## config.mk

```make
export PLATFORM = sky130hd
export DESIGN_NAME = sr_pulse_driver
export DESIGN_NICKNAME = d
export VERILOG_FILES = /design/src/rtl/sr_pulse_pkg.sv /design/src/rtl/sr_pulse_counter.sv /design/src/rtl/sr_pulse_driver.sv
export SDC_FILE = /design/constraint.sdc
export NUM_CORES = 1
export LEC_CHECK = 0
export CAP_MARGIN = 20
export CORE_MARGIN = 3
export CORE_UTILIZATION = 60
export CTS_BUF_LIST = sky130_fd_sc_hd__clkbuf_4 sky130_fd_sc_hd__clkbuf_8
export DETAILED_ROUTE_END_ITERATION = 10
export DONT_BUFFER_PORTS = 1
export HOLD_SLACK_MARGIN = 0.12
export PLACE_DENSITY_LB_ADDON = 0.15
export SLEW_MARGIN = 10
export SYNTH_ARGS = -nofsm -noshare
export SYNTH_HDL_FRONTEND = slang
export SYNTH_SLANG_ARGS = --single-unit
```

## constraint.sdc

```tcl
create_clock -name clk_i -period 7.55 [get_ports clk_i]
set_input_delay 0.3775 -clock clk_i [delete_from_list [all_inputs] [get_ports clk_i]]
set_output_delay 0.3775 -clock clk_i [all_outputs]
set_load 0.005 [all_outputs]
```

## src/rtl/sr_pulse_pkg.sv

```systemverilog
// Shared state encoding and default sizing for the SR flip-flop pulse driver.
package sr_pulse_pkg;

  localparam int unsigned DefaultWidth  = 16;
  localparam int unsigned DefaultPulseW = 2;

  typedef enum logic [2:0] {
    StIdle,
    StSetPulse,
    StHighWait,
    StResetPulse,
    StLowWait
  } state_e;

endpackage

```

## src/rtl/sr_pulse_counter.sv

```systemverilog
// Loadable down-counter that saturates at zero; load has priority over decrement.
module sr_pulse_counter
  import sr_pulse_pkg::*;
#(
  parameter int unsigned WIDTH = DefaultWidth
) (
  input  logic             clk_i,
  input  logic             rst_i,
  input  logic             load_i,
  input  logic [WIDTH-1:0] load_val_i,
  input  logic             dec_i,
  output logic [WIDTH-1:0] count_o,
  output logic             zero_o
);

  logic [WIDTH-1:0] count_q, count_d;

  always_comb begin
    count_d = count_q;
    if (load_i) begin
      count_d = load_val_i;
    end else if (dec_i && (count_q != '0)) begin
      count_d = count_q - WIDTH'(1);
    end
  end

  always_ff @(posedge clk_i or posedge rst_i) begin
    if (rst_i) begin
      count_q <= '0;
    end else begin
      count_q <= count_d;
    end
  end

  assign count_o = count_q;
  assign zero_o  = (count_q == '0);

endmodule

```

## src/rtl/sr_pulse_driver.sv

```systemverilog
// Drives set/reset pulses for an external SR flip-flop with programmable high/low phases.
// Optional one-shot mode (one_shot_i, done_o) is built when SR_PULSE_ONESHOT_EN is defined.
module sr_pulse_driver
  import sr_pulse_pkg::*;
#(
  parameter int unsigned WIDTH   = DefaultWidth,
  parameter int unsigned PULSE_W = DefaultPulseW
) (
  input  logic             clk_i,
  input  logic             rst_i,
  input  logic             enable_i,
  input  logic [WIDTH-1:0] high_cycles_i,
  input  logic [WIDTH-1:0] low_cycles_i,
`ifdef SR_PULSE_ONESHOT_EN
  input  logic             one_shot_i,
  output logic             done_o,
`endif
  output logic             set_out_o,
  output logic             reset_out_o,
  output logic             phase_o,
  output logic             busy_o
);

  localparam logic [WIDTH-1:0] PulseLen = WIDTH'(PULSE_W);
  localparam logic [WIDTH-1:0] One      = WIDTH'(1);

  state_e           state_q, state_d;
  logic [WIDTH-1:0] high_len_q, low_len_q;
  logic [WIDTH-1:0] high_clamped, low_clamped;
  logic [WIDTH-1:0] cnt;
  logic [WIDTH-1:0] load_val;
  logic             cnt_zero, load;
  logic             enter_set, enter_reset, run_done;
  logic             stop_q, stop_now;
  logic             set_q, reset_q, phase_q, busy_q;
  logic             oneshot_run, armed;

  assign high_clamped = (high_cycles_i < PulseLen) ? PulseLen : high_cycles_i;
  assign low_clamped  = (low_cycles_i < PulseLen) ? PulseLen : low_cycles_i;
  // Once Enable has been seen low mid-run, the run winds down even if Enable returns.
  assign stop_now     = stop_q | ~enable_i;

  // The counter holds the cycles left in the current high or low phase, so the
  // last pulse cycle is reached when it equals (phase length - PULSE_W).
  always_comb begin
    state_d     = state_q;
    enter_set   = 1'b0;
    enter_reset = 1'b0;
    run_done    = 1'b0;
    unique case (state_q)
      StIdle: begin
        if (enable_i && armed) enter_set = 1'b1;
      end
      StSetPulse: begin
        if (cnt == high_len_q - PulseLen) begin
          if (stop_now || cnt_zero) enter_reset = 1'b1;
          else                      state_d     = StHighWait;
        end
      end
      StHighWait: begin
        if (stop_now || cnt_zero) enter_reset = 1'b1;
      end
      StResetPulse: begin
        if (cnt == low_len_q - PulseLen) begin
          if (stop_now) begin
            state_d = StIdle;
          end else if (cnt_zero) begin
            if (oneshot_run) begin
              state_d  = StIdle;
              run_done = 1'b1;
            end else begin
              enter_set = 1'b1;
            end
          end else begin
            state_d = StLowWait;
          end
        end
      end
      StLowWait: begin
        if (!enable_i) begin
          state_d = StIdle;
        end else if (cnt_zero) begin
          if (oneshot_run) begin
            state_d  = StIdle;
            run_done = 1'b1;
          end else begin
            enter_set = 1'b1;
          end
        end
      end
      default: state_d = StIdle;
    endcase
    if (enter_set)   state_d = StSetPulse;
    if (enter_reset) state_d = StResetPulse;
  end

  assign load     = enter_set | enter_reset;
  assign load_val = enter_set ? (high_clamped - One) : (low_clamped - One);

  sr_pulse_counter #(
    .WIDTH(WIDTH)
  ) u_counter (
    .clk_i     (clk_i),
    .rst_i     (rst_i),
    .load_i    (load),
    .load_val_i(load_val),
    .dec_i     (state_q != StIdle),
    .count_o   (cnt),
    .zero_o    (cnt_zero)
  );

  always_ff @(posedge clk_i or posedge rst_i) begin
    if (rst_i) begin
      state_q    <= StIdle;
      high_len_q <= '0;
      low_len_q  <= '0;
      stop_q     <= 1'b0;
      set_q      <= 1'b0;
      reset_q    <= 1'b0;
      phase_q    <= 1'b0;
      busy_q     <= 1'b0;
    end else begin
      state_q <= state_d;
      if (enter_set)   high_len_q <= high_clamped;
      if (enter_reset) low_len_q  <= low_clamped;
      if (enter_set) begin
        stop_q <= 1'b0;
      end else if ((state_q != StIdle) && !enable_i) begin
        stop_q <= 1'b1;
      end
      set_q   <= (state_d == StSetPulse);
      reset_q <= (state_d == StResetPulse);
      phase_q <= (state_d == StSetPulse) || (state_d == StHighWait);
      busy_q  <= (state_d != StIdle);
    end
  end

`ifdef SR_PULSE_ONESHOT_EN
  logic oneshot_q, armed_q, done_q;

  always_ff @(posedge clk_i or posedge rst_i) begin
    if (rst_i) begin
      oneshot_q <= 1'b0;
      armed_q   <= 1'b1;
      done_q    <= 1'b0;
    end else begin
      if (enter_set) oneshot_q <= one_shot_i;
      // A finished one-shot stays idle until Enable is seen low again.
      if (!enable_i)     armed_q <= 1'b1;
      else if (run_done) armed_q <= 1'b0;
      done_q <= run_done;
    end
  end

  assign oneshot_run = oneshot_q;
  assign armed       = armed_q;
  assign done_o      = done_q;
`else
  logic unused_run_done;

  assign oneshot_run     = 1'b0;
  assign armed           = 1'b1;
  assign unused_run_done = run_done;
`endif

  assign set_out_o   = set_q;
  assign reset_out_o = reset_q;
  assign phase_o     = phase_q;
  assign busy_o      = busy_q;

endmodule
```

==> results.json, run 1 <==
{
  "synth_top_area_share_pct": 33.90,
  "area_delta_synth_final_pct": 1.695,
  "cts.sinks": 56,
  "synthMuxAreaShare_pct": 0.7567,
  "status": "completed",
  "startpoint_type": "flip-flop",
  "wl_per_cell_microns": 21.56,
  "placement_rows": 29,
  "n_fill_cell": 572,
  "track_usage_pct": 32.47,
  "grt-ovfl-total": 0,
  "synth_area_leaders": "dfrtp_1, nand2_1, xnor2_1, xor2_1, nor4_1",
  "gp_congestion": 0.9552,
  "yosys.area_share.xor_xnor_pct": 9.958,
  "post_cts_resized": 0,
  "drc": 0,
  "worst_path_largest_cell_delay_ns": 0.74,
  "tritoncts": "done",
  "synthArstFlopShare_pct": 100.0,
  "synth_top_family_by_area": "simple AND/OR/NAND/NOR gates",
  "grt_pass1_vias": 3664,
  "hpwl_microns": 9426,
  "hold_violations": 0,
  "ys_types": 68,
  "antenna_found_initial": 0,
  "crit_chain": "inv_1, ha_1, nor3b_1, a21boi_0, o211a_1, or4_1, or4_1, nand2_1, o311a_1, inv_1, ha_1, nor3b_2, nand3_1, nor2_1, a211o_1",
  "clk_path_buf_depth": 2,
  "htree_levels": 2,
  "ys_ff_latch": 56,
  "grt_pass1_wl_microns": 19310,
  "clock.fmax_mhz": 197.1,
  "synth_cells": 514,
  "slew_headroom_pct": 30.55,
  "syn_nets": 552,
  "core_sq_mm": 0.006495,
  "yosys.area_share.adder_pct": 0.9080,
  "avgViaCountPerCell": 6.853,
  "wirelength_microns": 12290,
  "crit_buf_inv": 2,
  "vdd_drop_max_uv": 200.8,
  "pin_count": 39,
  "nNetsFinal": 530,
  "skew_ns": 0.006651,
  "cp_max_fo": 27,
  "drive_above_1_share_pct": 5.274,
  "fin_crit_ns": 5.073,
  "antenna_cells": 0,
  "worstMarginPinSlew_ns": 1.035,
  "maxSlewViolCount": 0,
  "num_vias": 3906,
  "syn-cell-area_sq_mm": 0.004134,
  "clk_latency_ns": 0.31,
  "critPathSlowestCell": "nand2_1",
  "register_area_sq_mm": 0.001401,
  "cts_made_buffers": 5,
  "multiInputGateArea_sq_mm": 0.002536,
  "setup_tns_ns": 0,
  "synth_compound_area_share_pct": 19.07,
  "rsz0062_at_grt": "no",
  "post-cts-setup-buffer-count": 0,
  "drt_iter0_drc": 416,
  "synth_enable_flop_cells": 0,
  "cts_root_buffer": "clkbuf_8",
  "cp.required_ns": 7.76,
  "avgSynthCellArea_sq_um": 8.043,
  "power_leakage_nw": 1.742,
  "drt_first_pass_iters": 6,
  "crit_family": "simple AND/OR/NAND/NOR gates",
  "ant_nets": 0,
  "min_path_type": "input port to async pin",
  "setup_viol": 0,
  "worst_setup_path_end_kind": "flip-flop",
  "arrival_ns": 5.28,
  "fin_util_pct": 64.73,
  "die_area_sq_mm": 0.007922,
  "finalCritPeriodShare_pct": 67.20,
  "drv_cap": 0,
  "grt_max_degree": 57,
  "yosys_warnings": 0,
  "power_density_mw_per_mm2": 210.7,
  "die_y_microns": 89.01,
  "port-buffer-count": 0,
  "clk_pin_slew_worst_paths_ns": 0.10,
  "synth_flop_cell": "dfrtp_1",
  "die_w_microns": 89.01,
  "yosys.area_share.simple_pct": 30.60,
  "synth_top_area_cell": "dfrtp_1",
  "synth_seq_area_share_pct": 33.90,
  "path_class": "flip-flop to flip-flop",
  "start_util_pct": 63.65,
  "postCtsHoldBufs": 0
}
-- cells in the final DEF (no fill, tap or decap), types with 4 or more instances in the layout --
cell type and instances:
nand3_1 15, a21oi_1 15, nand2b_1 7, xnor2_1 28, dfrtp_1 56, clkbuf_8 5
a221oi_1 4, o21ai_1 8, nor2b_1 4, or3_1 4, a211o_1 4, and3_1 5
nand4_1 15, a31oi_1 7, or4_1 7, nand2_1 95, inv_1 15, nor2_1 31
nor3_1 21, a21o_1 6, o21ai_0 20, a21boi_0 6, xor2_1 19, nor4_1 21
a211oi_1 4
-- per-layer routing --
metal	vias up	wire length [microns]	GRT usage (%)
met2	228	5651	50.88
met5	-	0	0
met1	1819	5065	45.36
li1	1814	-	-
met4	0	452	12.18
met3	45	1120	5.253
-- synthesized netlist by cell type (3+ instances only) --
library cell,n
nor2_1,32
and2_1,3
or3_1,4
nand4b_1,3
nor3_1,21
a21boi_0,6
nor4_1,21
o21a_1,3
nand4_1,15
nand2_1,95
o21ai_1,7
or4_1,7
o2bb2ai_1,3
dfrtp_1,56
a221oi_1,4
nand3_1,15
xor2_1,19
xnor2_1,28
a22oi_1,3
and4_1,3
buf_2,6
nor2b_1,4
inv_1,16
o21ai_0,21
a31oi_1,7
o221ai_1,3
nor3b_1,3
and3_1,5
clkbuf_1,22
ha_1,3
nand2b_1,7
a211o_1,4
a21o_1,6
a211oi_1,4
a21oi_1,15
-- power breakdown --
| group | switching (mW) | internal, mW | total [mW] |
|---|---|---|---|
| Combinational | 0.164 | 0.139 | 0.303 |
| Clock | 0.100 | 0.0650 | 0.165 |
| Sequential | 0.0852 | 0.332 | 0.417 |
-- flip-flops by register name (all words and copies together), names as in the netlist --
signal,flops
state_q,3
high_len_q,16
low_len_q,16
u_counter.count_o,16
phase_o,1
set_out_o,1
reset_out_o,1
stop_q,1
busy_o,1
-- logic make-up (layout without fill, tap and decap cells) --
logic type,Yosys count,in the layout
flops,56,56
simple gates,248,248
compound gates,109,109
buf+inv,48,27
mux,3,3
fa+ha+maj,3,3
xor+xnor,47,47
-- stage by stage --
step	std cells	hold slack, ns	worst slack [ns]	total power, mW	instance area (sq um)
floorplan	514	0.4586	3.517	0.6524	4134
global route	570	0.1728	2.193	0.9394	4204
CTS	570	0.1701	2.587	0.8807	4204
detailed placement	562	0.4784	2.612	0.7154	4116
global placement	562	0.4708	2.812	0.7103	4116
finish	570	0.1355	2.477	0.8856	4204
-- area by class of cell --
class,instances,share of cell area [%]
multi-input combinational,410,60.33
sequential,56,33.33
tap,77,2.292
clock buffer,5,1.637
inverter,16,1.429
timing repair buffer,3,0.5357
clock inverter,3,0.4464
-- path summary, 6_finish.rpt --
path / from / endpoint / slack [ns] / cells after the start
worst max-delay path: low_len_q[1] / u_counter.count_o[6] / 2.48 / 15
worst min-delay path: rst_i / high_len_q[5] / 0.14 / 2
worst max register to register: low_len_q[1] / u_counter.count_o[6] / 2.48 / 15
worst min register to register: low_len_q[15] / low_len_q[15] / 0.50 / 2
max in group asynchronous: rst_i / u_counter.count_o[12] / 6.93 / 2
min in group clk_i: low_cycles_i[15] / low_len_q[15] / 0.17 / 2
(Power assumes the default switching activity.)
==> run 2: changes to the inputs <==
clock period = 4.1 ns   (was 7.55 ns; I/O delays follow)
==> results.json, run 2 (synthesized netlist as in run 1, its figures left out) <==
{
  "status": "finished with violations",
  "violations": "setup timing",
  "layout.cells.most_common_list": "nand2_1, buf_4, dfrtp_1, nor2_1, xnor2_1",
  "grt_pass1_vias": 4212,
  "placement_rows": 29,
  "drt_iter0_drc": 676,
  "startpoint_type": "flip-flop",
  "clk_path_buf_depth": 2,
  "die_y_microns": 89.01,
  "seqPwrFrac_pct": 34.0,
  "fin_util_pct": 79.33,
  "drive_above_1_share_pct": 20.00,
  "cts.sinks": 56,
  "place_inst": 626,
  "p_comb_share_pct": 46.7,
  "min_path_type": "input port to flip-flop",
  "antenna_cells": 0,
  "crit_chain": "or4_4, buf_4, o21a_1, a211oi_1, nand4_1, or4_4, buf_4, a211oi_1, buf_4, a311oi_2, ha_1, nor3b_4, buf_4, nand3_1, nor2_1, a211o_1",
  "core_sq_mm": 0.006495,
  "power_density_mw_per_mm2": 381.2,
  "worstMarginPinSlew_ns": 0.7378,
  "crit_family": "simple AND/OR/NAND/NOR gates",
  "gp_congestion": 1.132,
  "path_class": "flip-flop to flip-flop",
  "drv_cap": 0,
  "rsz0062_at_grt": "yes",
  "maxSlewViolCount": 0,
  "grt_max_degree": 57,
  "avgViaCountPerCell": 6.775,
  "power_leakage_nw": 2.238,
  "drc": 0,
  "num_vias": 4485,
  "antenna_found_initial": 0,
  "crit_top_cell": "buf_4",
  "p_switching_uw": 741.3,
  "worst_setup_path_end_kind": "flip-flop",
  "wl_per_cell_microns": 22.10,
  "pin_count": 39,
  "cts_root_buffer": "clkbuf_8",
  "clk_latency_ns": 0.33,
  "n_fill_cell": 435,
  "htree_levels": 2,
  "grt_pass1_wl_microns": 22180,
  "clk_pin_slew_worst_paths_ns": 0.11,
  "finalCritPeriodShare_pct": 100.6,
  "clock.fmax_mhz": 242.4,
  "cp_max_fo": 5,
  "fin_crit_ns": 4.126,
  "p_sw_share_pct": 37.74,
  "die_area_sq_mm": 0.007922,
  "die_w_microns": 89.01,
  "worst_path_largest_cell_delay_ns": 0.60,
  "hpwl_microns": 10540,
  "port-buffer-count": 0,
  "rrSetupSlack_ns": -0.03,
  "critPathSlowestCell": "or4_4",
  "hold_violations": 0,
  "ant_nets": 0,
  "area_delta_synth_final_pct": 24.64,
  "crit_buf_inv": 4,
  "start_util_pct": 63.65,
  "vdd_drop_max_uv": 363.0,
  "layout_commonest_cell": "nand2_1",
  "setup_viol": 2,
  "p_clk_share_pct": 19.3,
  "skew_ns": 0.01121,
  "drt_first_pass_iters": 6,
  "stdcell_count": 662,
  "grt-ovfl-total": 0,
  "wirelength_microns": 14630,
  "arrival_ns": 4.35,
  "cts_made_buffers": 5,
  "fin_ws_ns": -0.02587,
  "nNetsFinal": 622,
  "p_int_mw": 1.223,
  "slew_headroom_pct": 50.36,
  "tritoncts": "done",
  "track_usage_pct": 37.33,
  "cp.required_ns": 4.33
}
run 2: changes by cell type in the layout (fill, tap and decap cells not counted), sizes merged:
cell and change:
buf +68, dlygate4sd3 +24, bufinv +1, clkinv -1
run 2: repair_timing:
action / 4_1_cts / 5_1_grt
hold buffers: 24 / 0
pin swaps: 0 / 7
endpoints found under the setup margin: 3 / 13
gates resized for setup: 2 / 28
hold endpoints to repair: 81 / 0
setup buffers: 0 / 4
gates cloned: 0 / 0
run 2: per-stage QoR:
step / total power, mW / hold slack, ns / instance area, sq um / TNS (ns) / worst slack [ns]
final: 1.964 / 0.1498 / 5152 / -0.04426 / -0.02587
after CTS: 1.861 / 0.1203 / 4976 / 0 / 0.02201
after global placement: 1.450 / 0.3189 / 4609 / 0 / 0.01836
after detailed placement: 1.468 / 0.3167 / 4609 / -0.05889 / -0.03288
after floorplan: 1.201 / 0.3104 / 4134 / 0 / 0.06722
after global routing: 2.057 / 0.1586 / 5152 / -1.210 / -0.1749
run 2: worst paths after layout:
kind / startpoint / end / depth (start not counted)
worst max-delay path: low_len_q[1] / u_counter.count_o[6] / 16
worst min-delay path: high_cycles_i[8] / high_len_q[8] / 2
min in group asynchronous: rst_i / high_len_q[4] / 3
max in group asynchronous: rst_i / u_counter.count_o[13] / 3
worst min register to register: low_len_q[0] / low_len_q[0] / 1
worst max register to register: low_len_q[1] / u_counter.count_o[6] / 16
run 2: area by class of cell:
class / instances / area, sq um / area share, %
multi-input cells: 410 / 2681 / 52.04
flip-flops and latches: 56 / 1401 / 27.20
repair buffers: 95 / 797.0 / 15.47
well taps: 77 / 96.34 / 1.870
clock buffers: 5 / 68.82 / 1.336
inverters: 16 / 60.06 / 1.166
clock inverters: 3 / 47.55 / 0.9228
run 2: power by group through the flow:
| stage | logic [mW] | clock network [mW] | registers [mW] |
|---|---|---|---|
| floorplan | 0.524 | 0 | 0.677 |
| global placement | 0.778 | 0 | 0.672 |
| detailed placement | 0.794 | 0 | 0.674 |
| CTS | 0.818 | 0.381 | 0.662 |
| global route | 0.977 | 0.405 | 0.675 |
| finish | 0.918 | 0.378 | 0.668 |
run 2: metal layers:
layer | routed length [microns] | share of wire, % | GRT usage, %
met1 | 5514 | 38 | 47.74
met2 | 6559 | 45 | 58.16
met3 | 1718 | 12 | 10.14
met4 | 836 | 5.7 | 18.94
met5 | 0 | 0 | 0
==> run 3: changes to the inputs <==
CELL_PAD_IN_SITES_DETAIL_PLACEMENT = 1   (was unset)
CELL_PAD_IN_SITES_GLOBAL_PLACEMENT = 1   (was unset)
CORE_UTILIZATION = 45   (was 60)
MAX_ROUTING_LAYER = met4   (was unset)
==> results.json, run 3 (synthesized netlist as in run 1, its figures left out) <==
{
  "worst_setup_path_end_kind": "flip-flop",
  "seqPwrFrac_pct": 31.9,
  "track_usage_pct": 35.21,
  "setup_viol": 12,
  "grt_max_degree": 57,
  "core_sq_mm": 0.008806,
  "drt_iter0_drc": 509,
  "total_power_mw": 2.103,
  "htree_levels": 2,
  "slew_headroom_pct": 42.37,
  "fin_crit_ns": 4.273,
  "clk_pin_slew_worst_paths_ns": 0.11,
  "hpwl_microns": 12930,
  "crit_family": "simple AND/OR/NAND/NOR gates",
  "drv_cap": 0,
  "crit_buf_inv": 2,
  "clk_path_buf_depth": 2,
  "wl_met3_microns": 1771,
  "finalCritPeriodShare_pct": 104.2,
  "pin_count": 39,
  "hold_violations": 0,
  "avgViaCountPerCell": 6.800,
  "drive_above_1_share_pct": 26.46,
  "path_class": "flip-flop to flip-flop",
  "die_w_microns": 101.8,
  "die_area_sq_mm": 0.01037,
  "clk_latency_ns": 0.33,
  "die_y_microns": 101.8,
  "min_path_type": "input port to flip-flop",
  "cts_root_buffer": "clkbuf_8",
  "p_switching_uw": 859.5,
  "fin_util_pct": 61.59,
  "layout.cells.most_common_list": "buf_4, nand2_1, dfrtp_1, nor2_1, xnor2_1",
  "layout_commonest_cell": "buf_4",
  "area_delta_synth_final_pct": 31.20,
  "grt_pass1_vias": 4775,
  "violations": "setup timing",
  "cts.sinks": 56,
  "port-buffer-count": 0,
  "skew_ns": 0.007068,
  "routed-wl-met2_microns": 9120,
  "crit_chain": "nor4_2, buf_4, nand4_1, or4_4, or4_1, or4_4, and2_4, a311oi_2, ha_2, nor3b_4, buf_4, a21oi_2, a211o_1",
  "p_sw_share_pct": 40.88,
  "clock.fmax_mhz": 234.1,
  "ant_nets": 0,
  "fin_ws_ns": -0.1725,
  "final_area_sq_mm": 0.005424,
  "critPathSlowestCell": "or4_1",
  "placement_rows": 34,
  "power_density_mw_per_mm2": 387.7,
  "power_leakage_nw": 2.369,
  "arrival_ns": 4.49,
  "worstMarginPinSlew_ns": 0.8565,
  "worst_path_largest_cell_delay_ns": 0.53,
  "m1WireLength_microns": 7015,
  "rsz0062_at_grt": "yes",
  "vdd_drop_max_uv": 330.2,
  "status": "finished with violations",
  "maxSlewViolCount": 0,
  "wl_per_cell_microns": 26.48,
  "tritoncts": "done",
  "cp_max_fo": 6,
  "nNetsFinal": 653,
  "grt_pass1_wl_microns": 26900,
  "p_clk_share_pct": 16.2,
  "gp_congestion": 0.9970,
  "antenna_cells": 0,
  "num_vias": 4923,
  "grt-ovfl-total": 0,
  "p_int_mw": 1.243,
  "start_util_pct": 46.95,
  "cts_made_buffers": 5,
  "place_area_sq_mm": 0.004808,
  "drt_first_pass_iters": 5,
  "routed.top_layer": "met4",
  "p_comb_share_pct": 51.8,
  "drc": 0,
  "cp.required_ns": 4.32,
  "wirelength_microns": 19170,
  "antenna_found_initial": 0,
  "startpoint_type": "flip-flop"
}
## run 3: timing repair
item / in CTS / in global routing
endpoints found under the hold margin: 79 / 0
setup endpoints to repair: 13 / 13
pin swaps: 5 / 19
setup buffers: 5 / 9
hold buffers: 23 / 0
gates resized for setup: 12 / 31
## run 3: path summary, 6_finish.rpt
path	depth (start not counted)	start	endpoint	slack [ns]
max in group asynchronous	3	rst_i	low_len_q[1]	3.00
setup / recovery	13	u_counter.count_o[2]	u_counter.count_o[6]	-0.17
min in group asynchronous	3	rst_i	high_len_q[4]	0.53
hold reg to reg	2	low_len_q[15]	low_len_q[15]	0.51
hold / removal	2	low_cycles_i[10]	low_len_q[10]	0.14
setup reg to reg	13	u_counter.count_o[2]	u_counter.count_o[6]	-0.17
## run 3: per-layer routing
metal | vias up | global-route usage (%)
met1 | 2429 | 43.95
met2 | 331 | 57.90
met3 | 110 | 5.188
li1 | 2053 | -
met5 | - | -
met4 | 0 | 13.42
## run 3: per-stage QoR
stage / setup slack, ns / hold WS (ns) / TNS (ns) / instances
4_1_cts: -0.007088 / 0.1211 / -0.007550 / 716
5_1_grt: -0.2767 / 0.1351 / -2.679 / 724
3_5_place_dp: -0.2447 / 0.3217 / -1.374 / 680
2_1_floorplan: 0.06722 / 0.3104 / 0 / 514
3_3_place_gp: -0.01804 / 0.3183 / -0.01804 / 680
6_report: -0.1725 / 0.1386 / -1.155 / 724
## run 3: area by class of cell
class / instances / area (sq um)
sequential: 56 / 1403
fill: 1064 / 3382
multi-input combinational: 410 / 2726
clock inverter: 2 / 16.27
clock buffer: 6 / 76.32
timing repair buffer: 126 / 1007
tap: 108 / 135.1
inverter: 16 / 60.06
## run 3: power by group through the flow
stage	registers, mW	logic, mW	clock network [mW]
global placement	0.661	0.853	0
detailed placement	0.666	0.879	0
finish	0.672	1.09	0.341
CTS	0.656	0.965	0.341
global route	0.676	1.14	0.369
floorplan	0.677	0.524	0
